$ cat src/rtl/cla_adder.sv
// Two-level-grouped carry-lookahead adder with a one-cycle result register.
// Carries resolve through bit, group, super-group and top lookahead levels.
module cla_adder #(
  parameter int WIDTH = 32
) (
  input  logic             clk,
  input  logic             rst,
  input  logic             in_valid,
  input  logic [WIDTH-1:0] A,
  input  logic [WIDTH-1:0] B,
  input  logic             cin,
  output logic             out_valid,
  output logic [WIDTH-1:0] S,
  output logic             cout,
  output logic             overflow
);

  localparam int NG = WIDTH / 4;
  localparam int NS = (NG + 3) / 4;

  // Carries c[1..4] of a 4-wide lookahead block, in flattened sum-of-products form.
  function automatic logic [4:0] la4(
    input logic [3:0] g,
    input logic [3:0] p,
    input logic       ci
  );
    logic [4:0] c;
    logic       t;
    c    = '0;
    c[0] = ci;
    for (int i = 1; i < 5; i++) begin
      t = ci;
      for (int m = 0; m < i; m++) t = t & p[m];
      c[i] = t;
      for (int j = 0; j < i; j++) begin
        t = g[j];
        for (int m = j + 1; m < i; m++) t = t & p[m];
        c[i] = c[i] | t;
      end
    end
    return c;
  endfunction

  logic [WIDTH-1:0]  g, p, sum;
  logic [WIDTH:0]    c;
  logic [4*NS-1:0]   gg, gp, cg;
  logic [NS-1:0]     sg, sp, cs;
  logic [4:0]        tmp;
  logic              t;

  always_comb begin
    g   = A & B;
    p   = A ^ B;
    gg  = '0;
    gp  = '0;
    sg  = '0;
    sp  = '0;
    cs  = '0;
    cg  = '0;
    c   = '0;
    tmp = '0;
    t   = 1'b0;

    for (int k = 0; k < NG; k++) begin
      tmp   = la4(g[4*k +: 4], p[4*k +: 4], 1'b0);
      gg[k] = tmp[4];
      gp[k] = &p[4*k +: 4];
    end

    for (int s = 0; s < NS; s++) begin
      tmp   = la4(gg[4*s +: 4], gp[4*s +: 4], 1'b0);
      sg[s] = tmp[4];
      sp[s] = &gp[4*s +: 4];
    end

    // Top level: carry into each super-group straight from cin and sg/sp.
    cs[0] = cin;
    for (int i = 1; i < NS; i++) begin
      t = cin;
      for (int m = 0; m < i; m++) t = t & sp[m];
      cs[i] = t;
      for (int j = 0; j < i; j++) begin
        t = sg[j];
        for (int m = j + 1; m < i; m++) t = t & sp[m];
        cs[i] = cs[i] | t;
      end
    end

    for (int s = 0; s < NS; s++) begin
      tmp           = la4(gg[4*s +: 4], gp[4*s +: 4], cs[s]);
      cg[4*s +: 4]  = tmp[3:0];
    end

    for (int k = 0; k < NG; k++) begin
      tmp          = la4(g[4*k +: 4], p[4*k +: 4], cg[k]);
      c[4*k +: 5]  = tmp;
    end

    sum = p ^ c[WIDTH-1:0];
  end

  always_ff @(posedge clk) begin
    if (rst) begin
      out_valid <= 1'b0;
      S         <= '0;
      cout      <= 1'b0;
      overflow  <= 1'b0;
    end else begin
      out_valid <= in_valid;
      if (in_valid) begin
        S        <= sum;
        cout     <= c[WIDTH];
        overflow <= c[WIDTH] ^ c[WIDTH-1];
      end
    end
  end

endmodule

$ cat config.mk
export PLATFORM = sky130hd
export DESIGN_NAME = cla_adder
export DESIGN_NICKNAME = d
export VERILOG_FILES = /design/src/rtl/cla_adder.sv
export SDC_FILE = /design/constraint.sdc
export NUM_CORES = 1
export LEC_CHECK = 0
export CORE_AREA = 5 5 82 84
export DETAILED_ROUTE_END_ITERATION = 8
export DIE_AREA = 0 0 87 89
export DONT_BUFFER_PORTS = 1
export PLACE_DENSITY = 0.71
export SYNTH_ARGS = -nofsm -noshare
export SYNTH_HDL_FRONTEND = slang
export SYNTH_SLANG_ARGS = --single-unit
$ cat constraint.sdc
create_clock -name clk -period 3 [get_ports clk]
set_clock_uncertainty 0.05 [all_clocks]
set_input_delay 0.9 -clock clk [delete_from_list [all_inputs] [get_ports clk]]
set_output_delay 0.9 -clock clk [all_outputs]
set_load 0.005 [all_outputs]
==> results of run 1 <==
[path summary, 6_finish.rpt]
check                            from     to
worst min register to register  S[31]  S[31]
worst max register to register  S[30]  S[30]
worst min-delay path            S[31]  S[31]
worst max-delay path            A[12]  S[22]
[cell type report]
type | instances | area, µm² | area share, %
well taps | 75 | 93.8 | 3.04
repair buffers | 35 | 263 | 8.52
clock buffers | 8 | 100 | 3.25
flip-flops and latches | 35 | 701 | 22.7
inverters | 5 | 18.8 | 0.609
multi-input cells | 222 | 1910 | 61.9
[logic make-up (layout without fill, tap and decap cells)]
kind of cell / after synthesis / count (layout) / share of synthesized area (%)
compound gates: 67 / 67 / 16.1
mux: 16 / 16 / 6.33
flops: 35 / 35 / 27.7
buf+inv: 15 / 48 / 2.42
xor+xnor: 22 / 22 / 7.61
fa+ha+maj: 48 / 48 / 26.1
simple gates: 69 / 69 / 13.7
[sequential cells by signal, indices dropped and copies added, names as in the netlist]
name and cells:
overflow 1, S 32, out_valid 1, cout 1
[stage by stage]
step	setup TNS, ns	area, µm²	instances	power [mW]
after global routing	-0.0153	3080	380	1.45
after detailed placement	-1.93	2930	370	0.972
after floorplan	-0.0379	2630	272	0.852
final	0	3080	380	1.35
after global placement	-1.29	2930	370	0.963
after CTS	0	3030	378	1.36
[repair_timing]
| item | 4_1_cts | 5_1_grt |
|---|---|---|
| setup buffers | 0 | 2 |
| hold buffers | 0 | 0 |
| setup endpoints to repair | 0 | 6 |
| resized for setup | 0 | 8 |
[power by group through the flow]
stage | clock (mW) | combinational, mW | sequential, mW
2_1_floorplan | 0 | 0.297 | 0.555
3_3_place_gp | 0 | 0.393 | 0.570
3_5_place_dp | 0 | 0.402 | 0.570
4_1_cts | 0.392 | 0.405 | 0.560
5_1_grt | 0.411 | 0.475 | 0.565
6_report | 0.378 | 0.417 | 0.557
[worst min-delay path, cell delays in order (launching register included)]
cell and delay, ns:
dfxtp_1 0.32, nand2b_1 0.07, o22ai_1 0.06
[Yosys cell counts (all sizes together)]
| master | number | area share, % |
|---|---|---|
| ha | 40 | 20 |
| dfxtp | 35 | 28 |
| nor2 | 30 | 4.4 |
| a21oi | 23 | 4.7 |
| nand2b | 17 | 4.2 |
| mux2i | 16 | 6.3 |
| o21ai | 15 | 3.1 |
| xor2 | 12 | 4.2 |
| a211oi | 11 | 3.3 |
| xnor2 | 10 | 3.5 |
| fa | 8 | 6.3 |
| o22ai | 8 | 2.0 |
| nand2 | 7 | 1.0 |
| clkbuf | 6 | 0.89 |
| inv | 5 | 0.74 |
| buf | 4 | 0.79 |
| nand4 | 3 | 0.74 |
| nor2b | 3 | 0.74 |
| o21a | 3 | 0.89 |
| a21o | 2 | 0.59 |
| a31oi | 2 | 0.49 |
| and2 | 2 | 0.49 |
| and4 | 2 | 0.69 |
| a211o | 1 | 0.35 |
| a41oi | 1 | 0.35 |
| and3 | 1 | 0.25 |
| nand3 | 1 | 0.20 |
| nor3 | 1 | 0.20 |
| nor3b | 1 | 0.49 |
| o21ba | 1 | 0.40 |
| or3 | 1 | 0.25 |
[per-layer routing]
layer	part of all wire [%]	vias to the layer above	global-route usage (%)
li1	-	1031	-
met1	42	888	19.3
met2	48	66	27.1
met3	7.9	8	4.98
met4	1.3	0	4.53
met5	0	-	0
==> results.sh, run 1 <==
export IMPL_status="completed"
export IMPL_die_y_um=89
export IMPL_critPathSlowestCell="ha_1"
export IMPL_drc=0
export IMPL_crit_chain="ha_1, and4_1, and2_1, and2_4, a21oi_2, buf_4, nand2_1, ha_1, o21ai_0, nand2b_1, buf_4, xor2_1, mux2i_1, nor2_1"
export IMPL_fin_util_pct=52.7
export IMPL_clkPwrFrac_pct=27.9
export IMPL_io_buffers=0
export IMPL_drt_first_pass_iters=4
export IMPL_fin_crit_ns=2.84
export IMPL_root_buffer="clkbuf_8"
export IMPL_cts_tree="done"
export IMPL_place_congestion=0.849
export IMPL_holdWs_ns=0.451
export IMPL_core_um2=5850
export IMPL_cts_buffer_depth=2
export IMPL_fin_crit_sh_pct=94.6
export IMPL_grt_max_degree=47
export IMPL_required_ns=3.13
export IMPL_hold_viol=0
export IMPL_final_net_count=420
export IMPL_viasPerCell=5.24
export IMPL_pre_cts_ws_ns=-0.209
export IMPL_synth_seq_area_share_pct=27.7
export IMPL_drv_slew=0
export IMPL_p_int_uw=958
export IMPL_critPathArrivalTime_ns=2.96
export IMPL_grt_antenna_before_repair=0
export IMPL_syn_nets=388
export IMPL_grt_remaining_overflow=0
export IMPL_cp_slowest_stage_delay_ns=0.29
export IMPL_synth_area_um2=2530
export IMPL_power_density_nw_per_um2=438
export IMPL_track_usage_pct=15.9
export IMPL_whs_path_depth=2
export IMPL_routed_via_count=1993
export IMPL_die_w_um=87
export IMPL_layout_common_cells="dfxtp_1 (35), buf_4 (35), ha_1 (31)"
export IMPL_maxCapViolCount=0
export IMPL_setup_slack_ns=0.162
export IMPL_max_freq_mhz=352
export IMPL_critPathCaptureType="register"
export IMPL_cp_max_fo=3
export IMPL_clock_sinks=35
export IMPL_antenna_cells=0
export IMPL_synth_seq_cells=35
export IMPL_worst_pin_slew_ns=0.459
export IMPL_dp_hpwl_mm=4.77
export IMPL_synth_cell_types=33
export IMPL_die_area_um2=7740
export IMPL_regToRegSetupSlack_ns=2.22
export IMPL_leakagePower_nw=1.33
export IMPL_synthCells=272
export IMPL_grt_pass1_vias=2059
export IMPL_area_delta_synth_final_pct=21.8
export IMPL_crit_buf_inv=2
export IMPL_r2r_cells=3
export IMPL_comb_power_share_pct=30.8
export IMPL_crit_type="primary input to register"
export IMPL_syn_avg_cell_area_um2=9.31
export IMPL_cts_buffers=5
export IMPL_clk_pin_slew_ns=0.07
export IMPL_grt_pass1_wl_mm=9.70
export IMPL_nFillCells=523
export IMPL_hold_class="register to register"
export IMPL_switching_power_uw=395
export IMPL_rows=28
export IMPL_postRouteAntennaNets=0
export IMPL_start_util_pct=43.3
export IMPL_io_pins=103
export IMPL_startpoint_type="primary input"
export IMPL_ir_drop_mv=0.233
export IMPL_drive_gt1_share_pct=21.0
export IMPL_wirelength_mm=6.03
export IMPL_power_share_switching_pct=29.2
export IMPL_wire_per_inst_um=15.9
export IMPL_clkLatencyLatePin_ns=0.27
export IMPL_h_tree_depth=2
export IMPL_first_iter_violations=59
export IMPL_p_seq_share_pct=41.2
export IMPL_relSlewSlack_pct=69.4
export IMPL_crit_family="simple AND/OR/NAND/NOR gates"
export IMPL_cp_num_cells=14
export IMPL_setup_viol=0
export IMPL_yosysWarningCount=0
No activity file was read; power rests on OpenSTA's default activity.
==> run 2: changes to the inputs <==
CORE_AREA = 5 5 73 75   (was 5 5 82 84)
DIE_AREA = 0 0 78 80   (was 0 0 87 89)
PLACE_DENSITY = 0.85   (was 0.71)
==> run 2 against run 1 <==
  * Wire length increased by 2.9%
  * Die area decreased by 19%
  * Maximum frequency decreased by 1.3%
  * Power decreased by 3.1%
  * Worst hold slack improved by 0.0019 ns
  * Global-route usage increased by 4.0 points
  * Sequential share of layout area increased by 0.20 points
  * Clock-buffer cell count decreased by 1
  * Utilization increased by 14 points
  * Sequential power about the same
  * Critical path depth decreased by 3
  * Largest cell class unchanged
  * Highest routed layer unchanged
==> results.sh, run 2 (synthesized netlist as in run 1, its figures left out) <==
export IMPL_fin_crit_sh_pct=95.8
export IMPL_clkLatencyLatePin_ns=0.27
export IMPL_rows=25
export IMPL_cts_buffers=5
export IMPL_grt_max_degree=47
export IMPL_dpl_cell_area_um2=2900
export IMPL_status="completed"
export IMPL_drv_slew=0
export IMPL_power_density_nw_per_um2=428
export IMPL_track_usage_pct=19.9
export IMPL_io_buffers=0
export IMPL_required_ns=3.15
export IMPL_fin_util_pct=66.5
export IMPL_h_tree_depth=2
export IMPL_root_buffer="clkbuf_8"
export IMPL_mostFrequentLayoutCell="dfxtp_1"
export IMPL_start_util_pct=55.0
export IMPL_cts_hold_buf=0
export IMPL_grt_antenna_before_repair=0
export IMPL_hold_class="register to register"
export IMPL_maxCapViolCount=0
export IMPL_die_y_um=80
export IMPL_hold_viol=0
export IMPL_grt_remaining_overflow=0
export IMPL_critPathCaptureType="register"
export IMPL_multiInputGateArea_um2=1930
export IMPL_final_net_count=419
export IMPL_routed_via_count=2043
export IMPL_startpoint_type="primary input"
export IMPL_relSlewSlack_pct=70.2
export IMPL_crit_type="primary input to register"
export IMPL_ir_drop_mv=0.241
export IMPL_worst_pin_slew_ns=0.447
export IMPL_wire_per_inst_um=17.3
export IMPL_place_congestion=0.803
export IMPL_largest_reg_flops=32
export IMPL_design_area_um2=3060
export IMPL_cts_tree="done"
export IMPL_drc=0
export IMPL_instances_no_fill=358
export IMPL_first_iter_violations=58
export IMPL_dp_cells=349
export IMPL_core_um2=4600
export IMPL_clock_sinks=35
export IMPL_grt_pass1_wl_mm=10.0
export IMPL_cp_max_fo=3
export IMPL_io_pins=103
export IMPL_critPathArrivalTime_ns=3.02
export IMPL_dp_hpwl_mm=4.99
export IMPL_die_w_um=78
export IMPL_fin_crit_ns=2.88
export IMPL_viasPerCell=5.71
export IMPL_cts_buffer_depth=2
export IMPL_area_delta_synth_final_pct=20.8
export IMPL_layout_common_cells="dfxtp_1 (35), buf_4 (34), ha_1 (31)"
export IMPL_antenna_cells=0
export IMPL_drt_first_pass_iters=4
export IMPL_wirelength_mm=6.20
export IMPL_clk_pin_slew_ns=0.07
export IMPL_grt_pass1_vias=2211
export IMPL_pre_cts_ws_ns=-0.218
export IMPL_largest_register="S"
export IMPL_postRouteAntennaNets=0
export IMPL_drive_gt1_share_pct=21.1
export IMPL_nFillCells=357
export IMPL_die_area_um2=6240
export IMPL_leakagePower_nw=1.32
export IMPL_setup_viol=0
export IMPL_seqCellArea_um2=701
export IMPL_setup_slack_ns=0.125
export IMPL_max_freq_mhz=348
run 2: worst max-delay path, cell delays in order:
cell and delay [ns]:
ha_1 0.30, and4_1 0.22, and2_1 0.17, and2_4 0.18, a21oi_4 0.18, buf_4 0.13, nand2_1 0.06, buf_4 0.14
fa_1 0.39, xnor2_1 0.14, a211oi_1 0.21
run 2: final timing paths:
kind              cells after the start    end  slack, ns   from
setup / recovery                     11  S[21]       0.12  A[16]
hold / removal                        2   S[3]       0.45   S[3]
setup reg to reg                      3  S[30]       2.19  S[30]
hold reg to reg                       2   S[3]       0.45   S[3]
run 2: area by class of cell:
class | instances | share of cell area (%)
clock inverters | 1 | 0.164
inverters | 5 | 0.614
flip-flops and latches | 35 | 22.9
well taps | 54 | 2.21
repair buffers | 34 | 8.35
multi-input cells | 222 | 63.2
clock buffers | 7 | 2.50
run 2: stage by stage:
step | hold WS, ns | total power, mW | TNS, ns
2_1_floorplan | 0.422 | 0.852 | -0.0379
3_3_place_gp | 0.440 | 0.956 | -0.896
3_5_place_dp | 0.445 | 0.978 | -2.14
4_1_cts | 0.456 | 1.30 | 0
5_1_grt | 0.463 | 1.41 | -0.00622
6_report | 0.453 | 1.31 | 0
run 2: power by group:
part           internal, mW  switching [mW]
logic                 0.232           0.194
clock network         0.163           0.162
registers             0.516          0.0422
total                 0.912           0.398
run 2: what timing repair did:
action	CTS	global route
hold endpoints to repair	0	0
setup endpoints to repair	0	8
buffers inserted	0	1
resized for setup	0	13
run 2: routing by layer:
metal / global-route usage (%) / routed length (µm) / vias to the layer above
met5: 0 / 0 / -
met4: 6.59 / 91 / 0
met3: 6.66 / 468 / 10
met2: 34.6 / 3220 / 68
met1: 22.7 / 2420 / 936
li1: - / - / 1029
==> run 3: changes to the inputs <==
CELL_PAD_IN_SITES_DETAIL_PLACEMENT = 0   (was default)
CELL_PAD_IN_SITES_GLOBAL_PLACEMENT = 1   (was default)
CORE_AREA = 5 5 84 86   (was 5 5 73 75)
DIE_AREA = 0 0 89 91   (was 0 0 78 80)
HOLD_SLACK_MARGIN = 0.1   (was default)
PLACE_DENSITY = 0.86   (was 0.85)
==> run 3 against run 2 <==
  * First-iteration DRC count decreased by 52%
  * Largest cell class unchanged
  * Via count decreased by 1.8%
  * Clock power rose by 37%
  * Design area up 0.94%
  * Critical endpoint is now S[25]
  * Critical path type unchanged
  * Largest power group unchanged
  * Final cell count increased by 6.7%
  * Register-to-register slack barely moved
  * Utilization down 17 points
  * Clock-buffer cell count down 1
  * Die area is 30% higher
  * Worst setup slack gained 0.0098 ns
  * Combinational power shrank 3%
==> results.sh, run 3 (synthesized netlist as in run 1, its figures left out) <==
export IMPL_status="completed"
export IMPL_die_y_um=91
export IMPL_die_area_um2=8100
export IMPL_area_delta_synth_final_pct=21.9
export IMPL_antenna_cells=0
export IMPL_cts_buffers=5
export IMPL_routed_via_count=2007
export IMPL_max_freq_mhz=349
export IMPL_grt_pass1_wl_mm=10.2
export IMPL_io_pins=103
export IMPL_power_density_nw_per_um2=459
export IMPL_seqCellArea_um2=701
export IMPL_crit_type="primary input to register"
export IMPL_postRouteAntennaNets=0
export IMPL_crit_end="S[25]"
export IMPL_drv_slew=0
export IMPL_critPathSlowestCell="fa_1"
export IMPL_cp_slowest_stage_delay_ns=0.37
export IMPL_cts_tree="done"
export IMPL_regToRegSetupSlack_ns=2.20
export IMPL_grt_max_degree=47
export IMPL_ir_drop_mv=0.232
export IMPL_dp_hpwl_mm=4.96
export IMPL_drive_gt1_share_pct=20.3
export IMPL_wire_per_inst_um=15.9
export IMPL_final_net_count=420
export IMPL_clk_pin_slew_ns=0.07
export IMPL_hold_viol=0
export IMPL_wirelength_mm=6.07
export IMPL_dpl_cell_area_um2=2950
export IMPL_critPathCaptureType="register"
export IMPL_core_um2=6200
export IMPL_use_met1_pct=18.8
export IMPL_h_tree_depth=2
export IMPL_r2r_end="S[30]"
export IMPL_busiest_layer="met2"
export IMPL_drc=0
export IMPL_clock_sinks=35
export IMPL_startpoint_type="primary input"
export IMPL_cp_max_fo=3
export IMPL_drt_first_pass_iters=4
export IMPL_r2r_cells=3
export IMPL_place_congestion=0.834
export IMPL_largest_reg_flops=32
export IMPL_start_util_pct=40.8
export IMPL_grt_pass1_vias=2092
export IMPL_layout_common_cells="dfxtp_1 (35), buf_4 (35), ha_1 (32)"
export IMPL_use_met2_pct=27.0
export IMPL_clkLatencyLatePin_ns=0.28
export IMPL_hold_class="register to register"
export IMPL_relSlewSlack_pct=72.1
export IMPL_grt_remaining_overflow=0
export IMPL_crit_start="A[16]"
export IMPL_grt_antenna_before_repair=0
export IMPL_fin_crit_ns=2.87
export IMPL_die_w_um=89
export IMPL_r2r_start="S[30]"
export IMPL_setup_viol=0
export IMPL_design_area_um2=3090
export IMPL_setup_tns_ns=0
export IMPL_io_buffers=0
export IMPL_rsz0062_at_grt="true"
export IMPL_largest_register="S"
export IMPL_maxCapViolCount=0
export IMPL_crit_chain="ha_1, and4_1, and2_1, and2_4, a211oi_1, a21oi_1, buf_4, fa_1, xnor2_1, a211oi_1"
export IMPL_multiInputGateArea_um2=1890
export IMPL_critPathArrivalTime_ns=3.01
export IMPL_track_usage_pct=15.7
export IMPL_fin_crit_sh_pct=95.5
export IMPL_worst_pin_slew_ns=0.418
export IMPL_viasPerCell=5.25
export IMPL_grtUsageMet3_pct=5.70
export IMPL_fin_util_pct=49.7
export IMPL_first_iter_violations=28
export IMPL_root_buffer="clkbuf_8"
export IMPL_nFillCells=616
export IMPL_required_ns=3.14
export IMPL_cts_buffer_depth=2
export IMPL_path_common_cell="a211oi_1"
export IMPL_rows=29
export IMPL_leakagePower_nw=1.35
[run 3: final cells by class]
cell class	count	area share, %
multi-input combinational	222	61.2
clock inverter	2	1.14
clock buffer	6	2.68
tap	77	3.12
timing repair buffer	35	8.52
sequential	35	22.7
inverter	5	0.608
[run 3: through the flow]
stage	hold slack, ns	setup WS (ns)	instances	power, mW
2_1_floorplan	0.422	-0.0379	272	0.852
3_3_place_gp	0.441	-0.166	374	0.968
3_5_place_dp	0.443	-0.225	374	0.982
4_1_cts	0.453	0.0628	382	1.43
5_1_grt	0.475	-0.00909	382	1.53
6_report	0.449	0.135	382	1.42
[run 3: what timing repair did]
action	4_1_cts	5_1_grt
hold buffers	0	0
resized for setup	0	6
buffers inserted	0	0
endpoints found under the setup margin	0	7
[run 3: worst max-delay path, delay by kind of cell]
kind                       cells  cell delay, ns
buffers and inverters          1            0.16
AOI/OAI and AO/OA              3            0.61
and+or+nand+nor                3            0.53
xor gates and xnor gates       1            0.15
adders and majority gates      2            0.66
[run 3: report_power, final]
part           total [mW]  switching [mW]  internal [mW]
sequential          0.558          0.0418          0.516
combinational       0.414           0.186          0.228
clock               0.446           0.177          0.269
[run 3: metal layers]
metal  wire (µm)  up-vias
met2        3030       60
li1            -     1032
met1        2470      910
met5           0        -
met3         522        5
met4          48        0
[run 3: worst min-delay path by stage]
stage               start  endpoint  depth (start not counted)
finish               cout      cout                          2
global route         S[3]      S[3]                          2
CTS                  cout      cout                          2
detailed placement   cout      cout                          2
global placement    S[29]     S[29]                          2
floorplan            S[0]      S[0]                          2
